## src/rtl/pcs_pattern_pkg.sv

```systemverilog
// Shared constants and types for the PCS lane-FIFO pattern generator and checker.
package pcs_pattern_pkg;
  localparam int WORD_W    = 12;
  localparam int NUM_WORDS = 4;
  localparam int BEAT_W    = WORD_W * NUM_WORDS;

  localparam logic [WORD_W-1:0] IDLE        = 12'h555;
  localparam logic [WORD_W-1:0] SYNC        = 12'hAAA;
  localparam logic [3:0]        LANEOK_HEAD = 4'hB;

  typedef enum logic [1:0] {S_OFF, S_SYNC, S_DATA, S_GAP} gen_state_e;
  typedef logic [NUM_WORDS-1:0][WORD_W-1:0] beat_t;
endpackage

```

## src/rtl/gen_pattern_beat.sv

```systemverilog
// Combinational beat builder: idle/sync fill or counter words base+k, with word1 flipped on inject.
module gen_pattern_beat
  import pcs_pattern_pkg::*;
(
  input  logic [WORD_W-1:0] base,
  input  logic              sync,
  input  logic              idle,
  input  logic              inject,
  output logic [BEAT_W-1:0] beat
);
  beat_t words;

  for (genvar k = 0; k < NUM_WORDS; k++) begin : g_word
    logic [WORD_W-1:0] flip;
    assign flip     = (k == 1 && inject) ? 12'h001 : 12'h000;
    assign words[k] = idle ? IDLE :
                      sync ? SYNC :
                      (base + WORD_W'(k)) ^ flip;
  end

  assign beat = words;
endmodule

```

## src/rtl/gen_tx_fifo.sv

```systemverilog
// TX-side pattern source: SYNC preamble, then incrementing counter beats with optional gaps,
// resync and single-beat error injection over a valid/ready handshake.
module gen_tx_fifo
  import pcs_pattern_pkg::*;
#(
  parameter int SYNC_BEATS = 4,
  parameter int STEP       = 16,
  parameter int BURST_LEN  = 0,
  parameter int GAP_LEN    = 2
) (
  input  logic              clk,
  input  logic              reset_n,
  input  logic              enable,
  input  logic              resync_req,
  input  logic              err_inject,
  input  logic              out_ready,
  output logic [BEAT_W-1:0] out_data,
  output logic              out_valid,
  output logic              out_sync,
  output logic [15:0]       beat_cnt
);
  gen_state_e        state, state_n;
  logic [WORD_W-1:0] base, base_n;
  logic [15:0]       sync_cnt, sync_cnt_n, burst_cnt, burst_cnt_n, gap_cnt, gap_cnt_n;
  logic [15:0]       beat_cnt_n;
  logic              inj_pend, inj_pend_n, resync_pend, resync_pend_n;
  logic              beat_inj;
  logic              accept, hold;
  logic              gen_idle, gen_sync, gen_inj;
  logic [BEAT_W-1:0] beat_n;

  assign accept = out_valid && out_ready;
  assign hold   = out_valid && !out_ready;

  always_comb begin
    state_n       = state;
    base_n        = base;
    sync_cnt_n    = sync_cnt;
    burst_cnt_n   = burst_cnt;
    gap_cnt_n     = gap_cnt;
    beat_cnt_n    = beat_cnt;
    // Only the beat actually carrying the flip retires the pending injection.
    inj_pend_n    = (inj_pend && !(accept && beat_inj)) || err_inject;
    resync_pend_n = resync_pend || resync_req;
    case (state)
      S_OFF: begin
        resync_pend_n = 1'b0;
        if (enable) begin
          state_n    = S_SYNC;
          sync_cnt_n = '0;
        end
      end
      S_SYNC: if (accept) begin
        if (!enable) begin
          state_n       = S_OFF;
          resync_pend_n = 1'b0;
        end else if (resync_pend) begin
          sync_cnt_n    = '0;
          resync_pend_n = 1'b0;
        end else if (sync_cnt == 16'(SYNC_BEATS - 1)) begin
          state_n     = S_DATA;
          base_n      = SYNC + WORD_W'(STEP);
          burst_cnt_n = '0;
        end else begin
          sync_cnt_n = sync_cnt + 16'd1;
        end
      end
      S_DATA: if (accept) begin
        base_n     = base + WORD_W'(STEP);
        beat_cnt_n = beat_cnt + 16'd1;
        if (!enable) begin
          state_n       = S_OFF;
          resync_pend_n = 1'b0;
          burst_cnt_n   = '0;
        end else if (resync_pend) begin
          state_n       = S_SYNC;
          sync_cnt_n    = '0;
          resync_pend_n = 1'b0;
          burst_cnt_n   = '0;
        end else if (BURST_LEN != 0 && burst_cnt == 16'(BURST_LEN - 1)) begin
          state_n     = S_GAP;
          burst_cnt_n = '0;
          gap_cnt_n   = '0;
        end else begin
          burst_cnt_n = burst_cnt + 16'd1;
        end
      end
      S_GAP: begin
        if (!enable) begin
          state_n       = S_OFF;
          resync_pend_n = 1'b0;
        end else if (resync_pend) begin
          state_n       = S_SYNC;
          sync_cnt_n    = '0;
          resync_pend_n = 1'b0;
        end else if (gap_cnt == 16'(GAP_LEN - 1)) begin
          state_n = S_DATA;
        end else begin
          gap_cnt_n = gap_cnt + 16'd1;
        end
      end
      default: state_n = S_OFF;
    endcase
  end

  assign gen_idle = (state_n == S_OFF) || (state_n == S_GAP);
  assign gen_sync = (state_n == S_SYNC);
  assign gen_inj  = (state_n == S_DATA) && inj_pend_n;

  gen_pattern_beat u_beat (
    .base   (base_n),
    .sync   (gen_sync),
    .idle   (gen_idle),
    .inject (gen_inj),
    .beat   (beat_n)
  );

  always_ff @(posedge clk) begin
    if (!reset_n) begin
      state       <= S_OFF;
      base        <= '0;
      sync_cnt    <= '0;
      burst_cnt   <= '0;
      gap_cnt     <= '0;
      beat_cnt    <= '0;
      inj_pend    <= 1'b0;
      resync_pend <= 1'b0;
      beat_inj    <= 1'b0;
      out_data    <= '0;
      out_valid   <= 1'b0;
      out_sync    <= 1'b0;
    end else begin
      state       <= state_n;
      base        <= base_n;
      sync_cnt    <= sync_cnt_n;
      burst_cnt   <= burst_cnt_n;
      gap_cnt     <= gap_cnt_n;
      beat_cnt    <= beat_cnt_n;
      inj_pend    <= inj_pend_n;
      resync_pend <= resync_pend_n;
      // A presented-but-unaccepted beat is frozen; state cannot advance either.
      if (!hold) begin
        out_data  <= beat_n;
        out_valid <= (state_n == S_SYNC) || (state_n == S_DATA);
        out_sync  <= gen_sync;
        beat_inj  <= gen_inj;
      end
    end
  end
endmodule

```

## config.mk

```make
export PLATFORM = sky130hd
export DESIGN_NAME = gen_tx_fifo
export DESIGN_NICKNAME = d
export VERILOG_FILES = /design/src/rtl/pcs_pattern_pkg.sv /design/src/rtl/gen_pattern_beat.sv /design/src/rtl/gen_tx_fifo.sv
export SDC_FILE = /design/constraint.sdc
export NUM_CORES = 1
export LEC_CHECK = 0
export BUFFER_PORTS_ARGS = -buffer_cell sky130_fd_sc_hd__buf_2
export CORE_ASPECT_RATIO = 0.6
export CORE_MARGIN = 5
export CORE_UTILIZATION = 54
export DETAILED_ROUTE_END_ITERATION = 12
export GPL_TIMING_DRIVEN = 0
export MAX_ROUTING_LAYER = met4
export PLACE_DENSITY_LB_ADDON = 0.12
export SLEW_MARGIN = 40
export SYNTH_ARGS = -nofsm -noshare
export SYNTH_HDL_FRONTEND = slang
export SYNTH_SLANG_ARGS = --single-unit
export TNS_END_PERCENT = 1
```

## constraint.sdc

```tcl
create_clock -name clk -period 3.97 [get_ports clk]
set_input_delay 0.9925 -clock clk [delete_from_list [all_inputs] [get_ports clk]]
set_output_delay 0.9925 -clock clk [all_outputs]
set_load 0.02 [all_outputs]
```

* After elaboration in Yosys (flattened, before gate mapping)
Index checks and enable logic that the tools add are counted.
** Word-level totals
- Bits in registers :: 115
- Input port bits :: 6
- Output and inout port bits :: 66
- Logic and storage cells :: 91
** Cells by class
- Add/subtract/negate cells :: 7
- Equality and inequality tests :: 13
- Multiplexer cells :: 40
- Bitwise logic cells :: 3
- Reductions and logical operators :: 17
** Operators with widths (number)
- two-way mux 12 bit :: 13
- two-way mux 16 bit :: 8
- one-hot mux 16 bit (4 select lines) :: 1
- adder 16 x 1 -> 16 bit (second input constant) :: 3
- adder 12 x 2 -> 12 bit (second input constant) :: 2
- one-hot mux 12 bit (2 select lines) :: 1
- two-way mux 2 bit :: 11
- == test 16 x 1 -> 1 bit (second input constant) :: 1
- == test 16 x 2 -> 1 bit (second input constant) :: 1
- adder 12 x 1 -> 12 bit (second input constant) :: 1
- adder 12 x 5 -> 12 bit (second input constant) :: 1
- bitwise XOR 12 bit :: 1
- == test 2 bit (second input constant) :: 4
- inequality test 2 bit (second input constant) :: 4
- one-hot mux 2 bit (4 select lines) :: 1
- logical AND 1 bit :: 5
- AND reduction 5 bit :: 1
- == test 2 x 1 -> 1 bit (second input constant) :: 2
- zero test 2 bit :: 2
- logical OR 1 bit :: 4
- two-way mux 1 bit :: 4
- AND reduction 4 bit :: 1
- inequality test 3 bit (second input constant) :: 1
- one-hot mux 1 bit (3 select lines) :: 1
- 4 further kinds :: 6

* Longest topological paths before layout
Gate-level depths: netlist of the first run.
- Depth after elaboration :: 12
- Mapped depth :: 17
- Mapped depth without buffers :: 15

* Modules after synthesis
From an unflattened synthesis of the first run, not the netlist that was laid out.
** Second synthesis, totals
- Cells, all modules :: 803
- Area, all modules :: 6148.4 um^2
** Modules (own cells, without submodules)
- gen_tx_fifo :: times used 1, cells an instance 648, area an instance 5178.7 um^2, seq. area each 2302.2 um^2
- gen_pattern_beat :: times used 1, cells an instance 155, area an instance 969.7 um^2, seq. area each 0.0 um^2

* Worst setup path before layout of the first run
No wires, ideal clock.
- Path kind :: input port to flip-flop
- Start :: input port enable
- End :: register out_data[23]
- Setup time :: 127 ps
- Data arrival time :: 3331 ps
- Required time :: 3843 ps
- Slack :: 512 ps
- Stages :: 12
- Path buffers :: 3
- Cells stage by stage :: clkbuf_1 nand2b_1 nor3_4 and2_1 o22a_1 buf_2 ha_1 buf_1 nand2_1 nor4_1 mux2i_1 nand3_1
** On the way
- Cells in the longest elaborated chain, start to end :: 7
- Elaborated cells on any way between the ends :: 18
- Those cells by class :: add/sub: 1; eq/ne: 2; mux: 12; bitwise: 1; reduce/logical: 2
** Ends and longest elaborated chain
- start: declaration :: RTL line gen_tx_fifo.sv:13 : input logic enable,
- two-way mux 12 bit :: RTL line gen_tx_fifo.sv:54 : if (!enable) begin
- two-way mux 12 bit :: RTL line gen_tx_fifo.sv:53 : S_SYNC: if (accept) begin
- one-hot mux 12 bit (2 select lines) :: RTL line gen_tx_fifo.sv:45 : case (state)
- via base_n[1] :: RTL line gen_tx_fifo.sv:23 : logic [WORD_W-1:0] base, base_n;
- adder 12 x 1 -> 12 bit :: RTL line gen_pattern_beat.sv:18 : (base + WORD_W'(k)) ^ flip;
- bitwise XOR 12 bit :: RTL line gen_pattern_beat.sv:18
- two-way mux 12 bit :: RTL line gen_pattern_beat.sv:17 : sync ? SYNC :
- two-way mux 12 bit :: RTL line gen_pattern_beat.sv:16 : assign words[k] = idle ? IDLE :
- end signal: assignment :: RTL line gen_tx_fifo.sv:143 : out_data <= beat_n;
- end: declaration :: RTL line gen_tx_fifo.sv:17 : output logic [BEAT_W-1:0] out_data,
The timed path passes the listed nets, and every way through them passes these cells.
A chain may end at the register's enable or synchronous reset.

* Final worst setup path of the first run
- Start :: register state[0]
- End :: register out_data[23]
** On the way
- Elaborated cells on any way between the ends :: 25
- Those cells by class :: add/sub: 1; eq/ne: 5; mux: 15; bitwise: 1; reduce/logical: 3
** RTL lines
- start: declaration :: RTL line gen_tx_fifo.sv:22 : gen_state_e state, state_n;
- start signal: assignment :: RTL line gen_tx_fifo.sv:133 : state <= state_n;
- == test 2 bit or == test 2 x 1 -> 1 bit (tied branches) :: RTL line gen_tx_fifo.sv:45
- one-hot mux 12 bit (2 select lines) (*) :: RTL line gen_tx_fifo.sv:45
- via base_n[1] :: RTL line gen_tx_fifo.sv:23
- adder 12 x 1 -> 12 bit (*) :: RTL line gen_pattern_beat.sv:18
- bitwise XOR 12 bit (*) :: RTL line gen_pattern_beat.sv:18
- two-way mux 12 bit (*) :: RTL line gen_pattern_beat.sv:17
- two-way mux 12 bit (*) :: RTL line gen_pattern_beat.sv:16
Mark *: on every way through the listed nets, which the timed path passes. The rest lies on a longest branch.

==> results_dict.tcl, run 1 <==
set metrics [dict create \
    status "finished clean" \
    ir_worst_vdd_mv 0.252 \
    clk_path_buf_depth 2 \
    slew_violations 0 \
    pin_count 72 \
    path_delay_family "simple AND/OR/NAND/NOR gates" \
    crit_fanout 10 \
    rsz0062_at_grt "false" \
    yosysWarnings 0 \
    multiInputGateArea_um2 3500 \
    finalSetupViolCount 0 \
    final_cell_mix "114 x dfxtp_1, 74 x buf_2, 58 x nand2_1" \
    p_leak_nw 2.87 \
    cts_root_buf "clkbuf_16" \
    setup_ws_ps 224 \
    drive_gt1_frac 0.182 \
    fmax_mhz 267 \
    routed_wl_mm 17.3 \
    clock_latency_ps 420 \
    synth_nets 728 \
    arrival_ps 4030 \
    synth_edf_count 0 \
    ys_types 71 \
    slowest_delay_ps 480 \
    routabilityCongestion 0.933 \
    cp.depth 13 \
    synth-compound-area-share 0.186 \
    io_buffers 69 \
    fill_cells 849 \
    tightest_slew_ps 666 \
    relSlewSlack 0.545 \
    mostFrequentLayoutCell "dfxtp_1" \
    die_area_um2 13400 \
    synth_top_family_by_area "simple AND/OR/NAND/NOR gates" \
    finalNetCount 817 \
    num_rows 29 \
    synthAdderAreaFrac 0.0312 \
    synth_area_per_cell_um2 8.50 \
    vias 5660 \
    cp_cell_sequence "inv_1, ha_1, buf_6, or4b_4, nor3_4, and2_1, o22a_1, buf_2, ha_2, nand2_1, nor4_1, mux2i_1, nand3_1" \
    start_util 0.562 \
    grt-ovfl-total 0 \
    grt_pass1_wl_mm 27.6 \
    cts.sink_count 114 \
    cp-end-kind "register" \
    cp_slowest_cell "or4b_4" \
    ys_ff_latch 114 \
    via_per_inst 5.97 \
    grt.total_usage 0.263 \
    drtIter0Drc 539 \
    ctsHtreeMaxLevel 4 \
    die_w_um 146 \
    p_per_area_nw_per_um2 462 \
    drc 0 \
    dp_cells 915 \
    ys_seq_area_frac 0.380 \
    required_ps 4250 \
    antennaDiodeCount 0 \
    dr.pass1.iters 6 \
    crit_buf_inv 3 \
    die_h_um 91.7 \
    seq_area_um2 2280 \
    yosys.area_share.simple 0.264 \
    ys.flop_type "dfxtp_1" \
    grt_max_degree 17 \
    min_period_over_period 0.944 \
    hold_depth 2 \
    dp_slack_ps -338 \
    dp.final_hpwl_mm 12.6 \
    syn2layout_area_growth_pct 19.9 \
    fin_cells 948 \
    critPathLaunchType "register" \
    cts_tree "yes" \
    post-route-util 0.673 \
    synth_area_um2 6010 \
    r2r_cells 13 \
    drv_cap 0 \
    first_global_vias 5343 \
    core_area_um2 10700 \
    synthMuxAreaShare 0.00666 \
    async_flop_share 0 \
    period_minus_slack_ps 3750 \
    clock-skew-final_ps 12.0 \
    synth_xor_xnor_area_share 0.0947 \
    wire_per_inst_um 18.2 \
    cts_buffers 17 \
    path_clk_slew_ps 60 \
    syn_inst 707 \
    antenna_found_initial 0 \
    finalHoldViolations 0 \
    hold_class "register to register" \
    worstSetupPathType "register to register" \
    drtAntennaViolNets 0 \
]
[tightest hold or removal path, cell delays in order (launching register included)]
cell     delay (ps)
dfxtp_1         320
nand2_1          40
o21ai_0          50
[area by class of cell]
type / instances / area share
Clock buffer: 17 / 0.0590
Sequential cell: 114 / 0.317
Buffer: 39 / 0.0243
Timing Repair Buffer: 72 / 0.0507
Multi-Input combinational cell: 539 / 0.486
Tap cell: 139 / 0.0241
Clock inverter: 15 / 0.0318
Inverter: 13 / 0.00712
[power breakdown]
group          leakage (nW)  switching [W]  internal, W
Combinational          1.63       0.000270     0.000117
Sequential            0.929      0.0000336      0.00120
Clock                 0.318       0.000583      0.00112
[repair_timing]
item | in CTS | in global routing
endpoints found under the setup margin | 2 | 32
hold buffers | 0 | 0
hold endpoints to repair | 0 | 0
gates resized for setup | 0 | 11
buffers inserted | 0 | 2
pin swaps | 0 | 1
[through the flow]
step	hold slack, ps	power [W]	area, µm²	TNS [ps]
floorplan	457	0.00150	6010	0
global placement	437	0.00163	6530	-5640
detailed placement	443	0.00164	6530	-6100
CTS	455	0.00334	7180	0
global route	493	0.00344	7210	0
finish	446	0.00333	7210	0
[state kept, by name, indices dropped and copies added (netlist names)]
name         flops
base            12
beat_cnt        16
beat_inj         1
gap_cnt         16
inj_pend         1
out_data        47
out_sync         1
out_valid        1
resync_pend      1
state            2
sync_cnt        16
[layer usage]
layer | GRT usage | vias to the layer above | routed length [µm]
met4 | 0.0837 | 0 | 189
met3 | 0.0552 | 25 | 1540
met1 | 0.369 | 2682 | 8170
met5 | - | - | 0
met2 | 0.379 | 280 | 7380
li1 | - | 2673 | -
[synth_stat cells, types with 3 or more instances]
cell type	count	area share
o211a_1	5	0.0083
o22ai_1	3	0.0031
clkbuf_1	31	0.019
dfxtp_1	114	0.38
nand2_1	58	0.036
and3_1	12	0.012
a21boi_0	14	0.017
and4_1	6	0.0087
xor2_1	26	0.038
nand2b_1	6	0.0062
nor2b_1	16	0.017
xnor2_1	39	0.057
ha_1	15	0.031
nand4_1	18	0.019
a21oi_1	47	0.039
o211ai_1	5	0.0062
nor2_1	46	0.029
inv_1	11	0.0069
and2_1	50	0.052
a21oi_2	3	0.0044
nor4_1	7	0.0073
nor3_1	14	0.012
buf_4	3	0.0037
buf_2	4	0.0033
mux2i_1	4	0.0067
nor4b_1	5	0.0073
or3_1	3	0.0031
nand3_1	29	0.024
a31oi_1	3	0.0031
or4_1	3	0.0037
o21a_1	3	0.0037
o221ai_1	3	0.0044
o21ai_0	54	0.045
[path summary, 6_finish.rpt]
path	start	endpoint	slack, ps
max	state[0]	out_data[23]	220
min	out_data[29]	out_data[29]	450
max reg2reg	state[0]	out_data[23]	220
min reg2reg	out_data[29]	out_data[29]	450
[kinds of logic after synthesis]
family                     after synthesis
AOI/OAI and AO/OA                      167
xor gates and xnor gates                65
adders and majority gates               15
buffers and inverters                   54
DFF                                    114
muxes                                    4
and+or+nand+nor                        288
No activity file was read; power rests on OpenSTA's default activity.
==> run 2, diff against run 1 <==
--- a/config.mk
+++ b/config.mk
@@ -6,14 +6,14 @@
 export NUM_CORES = 1
 export LEC_CHECK = 0
 export BUFFER_PORTS_ARGS = -buffer_cell sky130_fd_sc_hd__buf_2
-export CORE_ASPECT_RATIO = 0.6
+export CORE_ASPECT_RATIO = 0.7
 export CORE_MARGIN = 5
 export CORE_UTILIZATION = 54
 export DETAILED_ROUTE_END_ITERATION = 12
 export GPL_TIMING_DRIVEN = 0
 export MAX_ROUTING_LAYER = met4
 export PLACE_DENSITY_LB_ADDON = 0.12
-export SLEW_MARGIN = 40
+export REMOVE_ABC_BUFFERS = 1
 export SYNTH_ARGS = -nofsm -noshare
 export SYNTH_HDL_FRONTEND = slang
 export SYNTH_SLANG_ARGS = --single-unit
==> run 2 against run 1 <==
Critical path depth rose by 1. Via count down 4.7%. Core utilization fell by 2.6 points. Global-route usage fell by 2.9 points. Worst setup slack worse by 6.1 ps. Final area is 1.4% lower. Clock skew shrank 4.2 ps. Critical path type unchanged. Critical endpoint is now out_data[44]. Largest cell class unchanged.
==> results_dict.tcl, run 2 (synthesized netlist as in run 1, its figures left out) <==
set metrics [dict create \
    cts_tree "yes" \
    die_h_um 98.3 \
    via_per_inst 5.83 \
    hp-start "out_data[27]" \
    rsz0062_at_grt "false" \
    cts_buffers 17 \
    drtAntennaViolNets 0 \
    drtIter0Drc 513 \
    pin_count 72 \
    dp_slack_ps -604 \
    p_leak_nw 2.78 \
    die_area_um2 13400 \
    tightest_slew_ps 1240 \
    ir_worst_vdd_mv 0.311 \
    cts_root_buf "clkbuf_16" \
    core_area_um2 11000 \
    fmax_mhz 266 \
    routabilityCongestion 0.888 \
    ctsHtreeMaxLevel 4 \
    critPathLaunchType "register" \
    timing.rr.start "state[0]" \
    hold_class "register to register" \
    dp.final_hpwl_mm 10.3 \
    hold_end "out_data[27]" \
    grt_pass1_wl_mm 24.9 \
    clk_path_buf_depth 2 \
    final_cell_mix "114 x dfxtp_1, 71 x buf_2, 58 x nand2_1" \
    drv_cap 0 \
    setup_ws_ps 218 \
    status "finished clean" \
    reg2reg_to "out_data[44]" \
    num_rows 32 \
    cts.sink_count 114 \
    worstSetupPathType "register to register" \
    first_global_vias 5082 \
    finalHoldViolations 0 \
    drive_gt1_frac 0.179 \
    grt_max_degree 83 \
    start_util 0.548 \
    arrival_ps 4090 \
    dp_cells 891 \
    clock-skew-final_ps 7.83 \
    p_per_area_nw_per_um2 472 \
    regMostFlops "out_data" \
    min_period_over_period 0.945 \
    required_ps 4310 \
    finalSetupTns_ps 0 \
    slew_violations 0 \
    dr.pass1.iters 6 \
    mostFrequentLayoutCell "dfxtp_1" \
    clock_latency_ps 410 \
    vias 5396 \
    fin_cells 926 \
    grt.total_usage 0.234 \
    largest_register_ffs 47 \
    io_buffers 71 \
    path_clk_slew_ps 60 \
    grt-ovfl-total 0 \
    syn2layout_area_growth_pct 18.2 \
    die_w_um 136 \
    relSlewSlack 0.176 \
    cts_hold_buf 0 \
    period_minus_slack_ps 3750 \
    wire_per_inst_um 16.3 \
    drc 0 \
    startpoint "state[0]" \
    reg2reg_slack_ps 220 \
    finalSetupViolCount 0 \
    routed_wl_mm 15.1 \
    hold_depth 2 \
    cp-end-kind "register" \
    crit_fanout 13 \
    antenna_found_initial 1 \
    r2r_cells 14 \
    finalNetCount 780 \
]
## run 2: changes by cell type in the layout (fill, tap and decap cells not counted), moves of 2 or more
cell,delta
clkinv_2,-2
buf_2,-3
clkbuf_1,-24
clkbuf_2,-4
buf_4,-4
inv_6,-3
## run 2: per-stage QoR
step,area [µm²],total power (W),util,hold slack (ps)
after floorplan,5830,0.00148,-,457
after global placement,6380,0.00160,0.582,439
after detailed placement,6400,0.00161,0.583,446
after CTS,7090,0.00337,0.646,458
after global routing,7100,0.00346,0.648,492
final,7100,0.00335,0.648,453
## run 2: how the worst max path moves through the flow
| stage | depth (start not counted) | to |
|---|---|---|
| after floorplan | 12 | out_data[16] |
| after global placement | 13 | out_data[42] |
| after detailed placement | 11 | out_data[44] |
| after CTS | 13 | out_data[33] |
| after global routing | 12 | out_data[44] |
| final | 14 | out_data[44] |
## run 2: worst max-delay path, stage by stage (launching register included)
cell      delay (ps)
dfxtp_1          360
inv_1            120
ha_1             290
inv_1            300
a21oi_1          210
o221ai_1         130
a22oi_1          190
a31oi_1           60
nor2b_1          300
inv_1             80
ha_2             500
nor2_4           130
a21boi_1         570
o21ai_0          260
a21oi_1          180
## run 2: power breakdown
group	switching, W	internal, W
combinational	0.000250	0.000108
clock	0.000553	0.00120
sequential	0.0000365	0.00120
## run 2: area by class of cell
type	instances	area, µm²
fillers	945	3870
repair buffers	73	378
flip-flops and latches	114	2280
diodes	1	2.50
well taps	153	191
inverters	13	51.3
multi-input cells	540	3520
clock inverters	12	230
clock buffers	20	447
## run 2: metal layers
metal  up-vias  global-route usage  share of wire  routed length (µm)
met5         -                   -              0                   0
met4         0              0.0767          0.015                 226
met3        24              0.0556          0.064                 967
met2       201               0.337           0.43                6470
met1      2564               0.323           0.49                7420
li1       2607                   -              -                   -
## run 2: timing repair
| item | 4_1_cts | 5_1_grt |
|---|---|---|
| gates cloned | 0 | 1 |
| pin swaps | 1 | 1 |
| setup endpoints to repair | 19 | 25 |
| resized for setup | 3 | 2 |
| buffers inserted | 1 | 0 |
==> run 3, diff against run 2 <==
--- a/config.mk
+++ b/config.mk
@@ -5,6 +5,7 @@
 export SDC_FILE = /design/constraint.sdc
 export NUM_CORES = 1
 export LEC_CHECK = 0
+export ABC_AREA = 1
 export BUFFER_PORTS_ARGS = -buffer_cell sky130_fd_sc_hd__buf_2
 export CORE_ASPECT_RATIO = 0.7
 export CORE_MARGIN = 5
==> run 3 against run 2 <==
Maximum frequency is 2.6% higher. Worst setup slack better by 97 ps. Critical path depth is 1 higher. Highest routed layer unchanged. Critical endpoint is now out_data[39]. Synthesized area is 0.67% lower. Synthesized cell count is 22% higher. Largest cell class unchanged. Non-clock buffer count is 1 lower.
==> results_dict.tcl, run 3 <==
set metrics [dict create \
    p_switching_w 0.00209 \
    num_rows 32 \
    vias 5949 \
    cp-end-kind "register" \
    drv_cap 0 \
    syn_inst 865 \
    finalNetCount 949 \
    relSlewSlack 0.338 \
    yosysMostFrequentCell "nand2_1" \
    tightest_slew_ps 993 \
    start_util 0.546 \
    synth_area_per_cell_um2 6.90 \
    synthMuxAreaShare 0 \
    drive_gt1_frac 0.167 \
    synth_area_um2 5970 \
    via_per_inst 5.45 \
    dp.final_hpwl_mm 10.8 \
    period_minus_slack_ps 3660 \
    ys_types 49 \
    final_cell_mix "166 x nand2_1, 114 x dfxtp_1, 95 x inv_1" \
    regMostFlops "out_data" \
    dr.pass1.iters 5 \
    finalHoldViolations 0 \
    die_w_um 136 \
    grt-ovfl-total 0 \
    grt.total_usage 0.234 \
    ir_worst_vdd_mv 0.461 \
    hold_class "register to register" \
    arrival_ps 3980 \
    die_area_um2 13300 \
    placed_cell_area_um2 6420 \
    crit_end "out_data[39]" \
    wire_per_inst_um 14.0 \
    cts_tree "yes" \
    pin_count 72 \
    r2r_cells 13 \
    design_area_um2 7020 \
    min_period_over_period 0.921 \
    ys_seq_area_frac 0.382 \
    startpoint "out_ready" \
    fmax_mhz 274 \
    status "finished clean" \
    grt_pass1_wl_mm 25.0 \
    setup_ws_ps 314 \
    die_h_um 98.0 \
    synth_common_cells "166 x nand2_1, 114 x dfxtp_1, 97 x inv_1" \
    drc 0 \
    async_flop_share 0 \
    drtIter0Drc 429 \
    clock-skew-final_ps 7.87 \
    drtAntennaViolNets 0 \
    critPathLaunchType "input pin" \
    ys_ff_latch 114 \
    p_int_w 0.00300 \
    crit_fanout 17 \
    io_buffers 71 \
    reg2reg_slack_ps 320 \
    cts_root_buf "clkbuf_16" \
    switching_share 0.411 \
    ys_top_cells_by_area "dfxtp_1 38%, nand2_1 10%, a21oi_1 7.1%" \
    syn2layout_area_growth_pct 17.6 \
    p_leak_nw 2.93 \
    grt_max_degree 57 \
    yosys.area_share.simple 0.324 \
    p_per_area_nw_per_um2 726 \
    routabilityCongestion 0.931 \
    cts_buffers 17 \
    largest_register_ffs 47 \
    synthAdderAreaFrac 0.0314 \
    p_comb_frac 0.418 \
    clock_latency_ps 410 \
    path_clk_slew_ps 50 \
    synth_xor_xnor_area_share 0.00880 \
    ys.flop_type "dfxtp_1" \
    first_global_vias 5323 \
    timing.rr.start "state[0]" \
    reg2reg_to "out_data[39]" \
    pwr-share-seq 0.286 \
    core_area_um2 10900 \
    finalSetupViolCount 0 \
    routed_wl_mm 15.2 \
    cts.sink_count 114 \
    yosysWarnings 0 \
    ctsHtreeMaxLevel 4 \
    synth_top_area_share 0.382 \
    cts_hold_buf 0 \
    rsz0062_at_grt "false" \
    synth_top_family_by_area "simple AND/OR/NAND/NOR gates" \
    whs_ps 461 \
    synth.largest_area_cell "dfxtp_1" \
    clk_path_buf_depth 2 \
    dp_slack_ps 131 \
    antenna_found_initial 0 \
    required_ps 4300 \
    synth_edf_count 0 \
    antennaDiodeCount 0 \
    synth-compound-area-share 0.163 \
    p_clk_frac 0.296 \
    worstSetupPathType "input pin to register" \
    slew_violations 0 \
    mostFrequentLayoutCell "nand2_1" \
]
run 3: power by group through the flow:
stage	sequential (W)	clock (W)	combinational, W
after detailed placement	0.00147	0	0.00206
after global routing	0.00148	0.00159	0.00238
after global placement	0.00154	0	0.00205
after CTS	0.00146	0.00153	0.00208
final	0.00146	0.00151	0.00213
after floorplan	0.00166	0	0.00127
run 3: cells by family after synthesis:
| group | count (synthesis) |
|---|---|
| flops | 114 |
| buf+inv | 140 |
| simple gates | 408 |
| fa+ha+maj | 15 |
| compound gates | 182 |
| xor+xnor | 6 |
run 3: area by class of cell:
| class | count | area [µm²] |
|---|---|---|
| multi-input cells | 611 | 3160 |
| well taps | 153 | 191 |
| clock inverters | 4 | 72.6 |
| repair buffers | 72 | 370 |
| repair inverters | 1 | 5.00 |
| inverters | 111 | 425 |
| clock buffers | 25 | 515 |
| flip-flops and latches | 114 | 2280 |
| fillers | 983 | 3910 |
run 3: what timing repair did:
| item | CTS | global route |
|---|---|---|
| hold endpoints to repair | 0 | 0 |
| buffers inserted | 0 | 0 |
| endpoints found under the setup margin | 0 | 2 |
| gates resized for setup | 0 | 1 |
run 3: worst min-delay path by stage:
| stage | from | to | slack, ps | cells after the start |
|---|---|---|---|---|
| floorplan | gap_cnt[8] | gap_cnt[8] | 440 | 2 |
| global placement | out_data[31] | out_data[31] | 450 | 2 |
| detailed placement | out_data[39] | out_data[39] | 450 | 2 |
| CTS | out_data[29] | out_data[29] | 460 | 2 |
| global route | out_data[35] | out_data[35] | 480 | 2 |
| finish | out_data[29] | out_data[29] | 460 | 2 |
run 3: worst max-delay path: stages:
cell        delay [ps]
buf_2              130
nand2_4            170
nor2_1              80
nor2_1             120
o21ai_0             90
o21ai_0             80
nand2_1             70
o2111ai_1           90
o31ai_1            150
inv_1               90
ha_1               650
clkinvlp_2         720
a21oi_1            280
o21ai_1             90
a21oi_1            160
run 3: per-stage QoR:
stage                     total power (W)   util  TNS, ps  instances
final                             0.00510  0.642        0       1091
after global routing              0.00545  0.642        0       1091
after CTS                         0.00506  0.641        0       1090
after detailed placement          0.00353  0.588        0       1061
after global placement            0.00359  0.585   -40590       1060
after floorplan                   0.00294      -     -164        836
run 3: routing by layer:
layer	part of all wire	track usage	vias to the layer above
met2	0.42	0.336	197
met5	0	-	-
met3	0.074	0.0433	16
li1	-	-	2993
met1	0.50	0.336	2743
met4	0.011	0.0682	0
